`config.mk`:
```
export PLATFORM = sky130hd
export DESIGN_NAME = pe
export DESIGN_NICKNAME = d
export VERILOG_FILES = /design/src/rtl/pe.sv
export SDC_FILE = /design/constraint.sdc
export NUM_CORES = 2
export LEC_CHECK = 0
export BUFFER_PORTS_ARGS = -buffer_cell sky130_fd_sc_hd__buf_2
export CORE_ASPECT_RATIO = 0.7
export CORE_MARGIN = 2
export CORE_UTILIZATION = 45
export CTS_BUF_LIST = sky130_fd_sc_hd__clkbuf_16
export CTS_CLUSTER_DIAMETER = 40
export DETAILED_ROUTE_END_ITERATION = 8
export SYNTH_ARGS = -nofsm -noshare
export SYNTH_HDL_FRONTEND = slang
export SYNTH_SLANG_ARGS = --single-unit
```
`constraint.sdc`:
```
create_clock -name clk -period 17.37 [get_ports clk]
set_input_delay 0.8685 -clock clk [delete_from_list [all_inputs] [get_ports clk]]
set_output_delay 0.8685 -clock clk [all_outputs]
set_load 0.02 [all_outputs]
```
`src/rtl/pe.sv`:
```
// pe: FP32 multiply-accumulate processing element for the systolic array.
// Each cycle the PE adds PE_a*PE_b into its accumulator, and PE_r shows the accumulator.
module pe (
  input  logic        clk,
  input  logic        rst,
  input  logic [31:0] PE_a,
  input  logic [31:0] PE_b,
  output logic [31:0] PE_r
);
  localparam logic [31:0] QNAN = 32'h7FC00000;
  logic [31:0] acc_q, acc_d, prod;
  function automatic logic [31:0] pack(input logic s, input logic signed [9:0] e, input logic [23:0] m,
                                       input logic g, input logic r, input logic st);
    logic [24:0] rm;
    logic signed [9:0] re;
    rm = {1'b0, m} + {24'd0, g & (r | st | m[0])};
    re = rm[24] ? e + 10'sd1 : e;
    return re <= 10'sd0 ? {s, 31'd0} : re >= 10'sd255 ? {s, 8'hFF, 23'd0} :
           {s, re[7:0], rm[24] ? rm[23:1] : rm[22:0]};
  endfunction
  function automatic logic [4:0] lzc(input logic [26:0] v);
    logic [4:0] n;
    n = 5'd0;
    for (int i = 0; i < 27; i++) n = v[i] ? 5'(26 - i) : n;
    return n;
  endfunction
  function automatic logic [31:0] fp_mul(input logic [31:0] a, input logic [31:0] b);
    logic s, za, zb, ia, ib;
    logic [47:0] p;
    logic signed [9:0] e;
    s = a[31] ^ b[31];
    za = a[30:23] == 8'd0;
    zb = b[30:23] == 8'd0;
    ia = a[30:23] == 8'hFF;
    ib = b[30:23] == 8'hFF;
    if ((ia && |a[22:0]) || (ib && |b[22:0]) || (ia && zb) || (ib && za)) return QNAN;
    if (ia || ib) return {s, 8'hFF, 23'd0};
    if (za || zb) return {s, 31'd0};
    p = {24'd0, 1'b1, a[22:0]} * {24'd0, 1'b1, b[22:0]};
    e = $signed({2'b00, a[30:23]}) + $signed({2'b00, b[30:23]}) - 10'sd127;
    return p[47] ? pack(s, e + 10'sd1, p[47:24], p[23], p[22], |p[21:0])
                 : pack(s, e, p[46:23], p[22], p[21], |p[20:0]);
  endfunction
  function automatic logic [31:0] fp_add(input logic [31:0] x, input logic [31:0] y);
    logic zx, zy, ix, iy, sub;
    logic [31:0] bg, sm;
    logic [7:0] d;
    logic [53:0] sh;
    logic [26:0] al, nv;
    logic [27:0] sum;
    logic [4:0] lz;
    logic signed [9:0] e;
    zx = x[30:23] == 8'd0;
    zy = y[30:23] == 8'd0;
    ix = x[30:23] == 8'hFF;
    iy = y[30:23] == 8'hFF;
    if ((ix && |x[22:0]) || (iy && |y[22:0]) || (ix && iy && x[31] != y[31])) return QNAN;
    if (ix) return x;
    if (iy) return y;
    if (zx && zy) return {x[31] & y[31], 31'd0};
    if (zy) return x;
    if (zx) return y;
    bg = y[30:0] > x[30:0] ? y : x;
    sm = y[30:0] > x[30:0] ? x : y;
    sub = bg[31] ^ sm[31];
    d = bg[30:23] - sm[30:23];
    // bits shifted out of the 27-bit window fold into the sticky position
    sh = {1'b1, sm[22:0], 3'b000, 27'd0} >> d;
    al = d >= 8'd26 ? 27'd1 : {sh[53:28], |sh[27:0]};
    sum = sub ? {2'b01, bg[22:0], 3'b000} - {1'b0, al} : {2'b01, bg[22:0], 3'b000} + {1'b0, al};
    if (sum == 28'd0) return 32'd0;
    lz = lzc(sum[26:0]);
    nv = sum[27] ? {sum[27:2], sum[1] | sum[0]} : sum[26:0] << lz;
    e = $signed({2'b00, bg[30:23]}) + (sum[27] ? 10'sd1 : -$signed({5'd0, lz}));
    return pack(bg[31], e, nv[26:3], nv[2], nv[1], nv[0]);
  endfunction
  always_comb begin
    prod = fp_mul(PE_a, PE_b);
    acc_d = fp_add(acc_q, prod);
  end
  always_ff @(posedge clk or posedge rst) begin
    if (rst) acc_q <= 32'd0;
    else acc_q <= acc_d;
  end
  assign PE_r = acc_q;
endmodule

```
==> impl_metrics.toml <==
[synthesis]
synth_compound_area_frac = 0.209
synthTopCellsByArea = "fa_1, ha_1, inv_1"
ys.flop_type = "dfrtp_1"
synth-seq-cells = 32
synth_cell_types = 136
async_flop_share = 1.00
synth_edf_count = 0
synth-simple-area-share = 0.248
yosysWarnings = 0
netlist.area_leader.share = 0.263
syn_area_per_cell_um2 = 7.51
synth_top_area_cell = "fa_1"
yosys.area_share.adder = 0.360
synth_mux_area_frac = 0.0203
synth_nets = 5747
seq_area_frac_synth = 0.0217
synthXorXnorAreaFrac = 0.0357
syn_area_mm2 = 0.0369
synth_top_family_by_area = "adder cells"
syn_inst = 4911

[timing]
fin_crit_ps = 20740
slew_viol_final = 0
rsz0062_at_grt = "true"
max-slew-margin-rel = 0.246
hold_viol = 0
holdWs_ps = 615
setup_slack_ps = -3370
fin_crit_sh = 1.19
finalSetupViolations = 32
max_freq_mhz = 48.2
clock_skew_ps = 12.1
worst_slew_pin_slew_ps = 1130

[routing]
drtIter0Drc = 4930
viasPerCell = 5.87
drcViolationCount = 0
dr_total_vias = 43500
drt_first_pass_iters = 8
wl_per_cell_um = 22.2
ant_nets = 0
routed_wl_mm = 165

[clock_tree]
cts-root-buf = "clkbuf_16"
clock_sinks = 32
cts_tree = "done"
cts_buffer_depth = 2
clk_pin_slew_ps = 60
insertion_delay_ps = 300
cts_made_buffers = 5
h-tree-depth = 2

[placed_design]
post-place-ws_ps = -4760
finalWeightedCongestion = 1.07
dpl.hpwl_mm = 137
dp_cells = 7216
numPortBuffers = 97

[grt]
grt_max_degree = 55
grt_pass1_wl_mm = 254
grt_pass1_vias = 43000
overflow = 0
grt_use_total = 0.386
grt_antenna_before_repair = 2

[worst_setup_path]
rr_worst_depth = 64
critPathSlowestCell = "fa_1"
timing.rr.start = "PE_r[29]"
r2r-end = "PE_r[17]"
cp-end-kind = "flop"
r2r_slack_ps = 4510
startpoint_type = "input pin"
arrival_ps = 20940
critPathMaxFanout = 6
crit_end = "PE_r[17]"
path_class = "input pin to flop"
crit_top_cell = "a21oi_2"
crit_family = "simple AND/OR/NAND/NOR gates"
critical_path_required_ps = 17580
path_depth = 95
crit_path_max_incr_delay_ps = 590
cp-startpoint = "PE_a[6]"
timing.critical_path.buf_inv = 16

[final_layout]
drive_above_1_share = 0.358
area_growth_syn_to_layout_pct = 45.1
antennaDiodeCount = 0
nets = 7184
largest_reg_flops = 32
layout.cells.non_filler = 7417

[die]
core.rowCount = 87
ios = 98
dieArea_mm2 = 0.0843
die_y_um = 244
initial_core_util = 0.456
die_x_um = 346
coreArea_mm2 = 0.0809

[run_status]
outcome = "complete, but fails checks"
failed_checks = "setup timing"

[min_path]
hold_class = "flop to flop"

[flow_run]
drv_cap = 0
==> what timing repair did <==
| item | CTS | global route |
|---|---|---|
| cloned | 5 | 1 |
| pin swaps | 188 | 85 |
| setup endpoints to repair | 32 | 32 |
| gates resized for setup | 530 | 140 |
| buffers inserted | 149 | 49 |
| hold buffers | 0 | 0 |
==> placed cells by master (no fill, tap or decap), types with 32 or more instances in the layout <==
master / count
a31oi_1: 45
a211oi_1: 36
ha_4: 36
dfrtp_1: 32
nand4_1: 96
and3_1: 39
o211ai_1: 50
buf_2: 61
o21ai_1: 32
nand3_1: 107
a22oi_1: 41
buf_6: 80
inv_1: 699
a21oi_2: 47
ha_1: 241
nor2_1: 284
xor2_1: 48
nand2_1: 531
buf_4: 1508
nor4_1: 47
a21oi_1: 197
xnor2_1: 79
fa_1: 462
nor3_1: 85
mux2i_1: 38
a21o_1: 58
and2_1: 260
o21ai_0: 158
o21a_1: 44
==> kinds of logic (layout without fill, tap and decap cells) <==
kind of cell / count (synthesis) / count (layout)
AOI/OAI and AO/OA: 1108 / 1108
DFF: 32 / 32
muxes: 67 / 67
adders and majority gates: 770 / 770
and+or+nand+nor: 1793 / 1793
xor gates and xnor gates: 148 / 148
buffers and inverters: 993 / 2431
==> Yosys cell counts (21+ instances only) <==
cell type / instances
xnor2_1: 90
a31oi_1: 50
nand3_1: 119
or3_1: 31
mux2i_1: 43
o211ai_1: 50
o21a_1: 45
o31ai_1: 39
nand2_1: 560
a22oi_1: 45
inv_1: 722
a21oi_1: 249
o21bai_1: 22
and2_1: 287
nor4_1: 60
buf_2: 35
o21ai_0: 194
nor3_1: 101
nand4_1: 96
a21o_1: 58
ha_1: 285
a211oi_1: 48
and3_1: 48
dfrtp_1: 32
xor2_1: 56
nor2_1: 316
clkbuf_1: 196
nor2b_1: 21
fa_1: 485
==> area by class of cell <==
cell class                      instances  area [µm²]
Clock buffer                            5         125
Clock inverter                          3        42.5
Fill cell                            7045       27400
Inverter                              731        2780
Multi-Input combinational cell       3886       35100
Sequential cell                        32         801
Tap cell                             1068        1340
Timing Repair Buffer                 1692       13300
==> worst min-delay path by stage <==
stage,cells past startpoint,to,start,slack (ps)
5_1_grt,1,PE_r[31],PE_r[31],610
4_1_cts,1,PE_r[31],PE_r[31],600
2_1_floorplan,1,PE_r[31],PE_r[31],650
6_report,1,PE_r[31],PE_r[31],620
3_3_place_gp,2,PE_r[4],PE_r[4],580
3_5_place_dp,1,PE_r[31],PE_r[31],590
==> layer usage <==
metal / share of wire / track usage / wire length (µm) / vias up
met5: 0.00017 / 0 / 28 / -
met4: 0.019 / 0.0539 / 3090 / 4
met3: 0.13 / 0.114 / 21400 / 262
met2: 0.40 / 0.548 / 65700 / 2301
met1: 0.45 / 0.584 / 74700 / 21300
li1: - / - / - / 19700
==> through the flow <==
| step | area (µm²) | setup TNS [ps] | utilization |
|---|---|---|---|
| after global routing | 53500 | -122010 | 0.662 |
| after floorplan | 37700 | -82710 | - |
| after global placement | 48800 | -147240 | 0.603 |
| after CTS | 52500 | -79190 | 0.649 |
| after detailed placement | 48800 | -147740 | 0.603 |
| final | 53500 | -102560 | 0.662 |
Power is not shown: default switching activity piles up to over one toggle a cycle in this logic, so the estimate is an artifact.
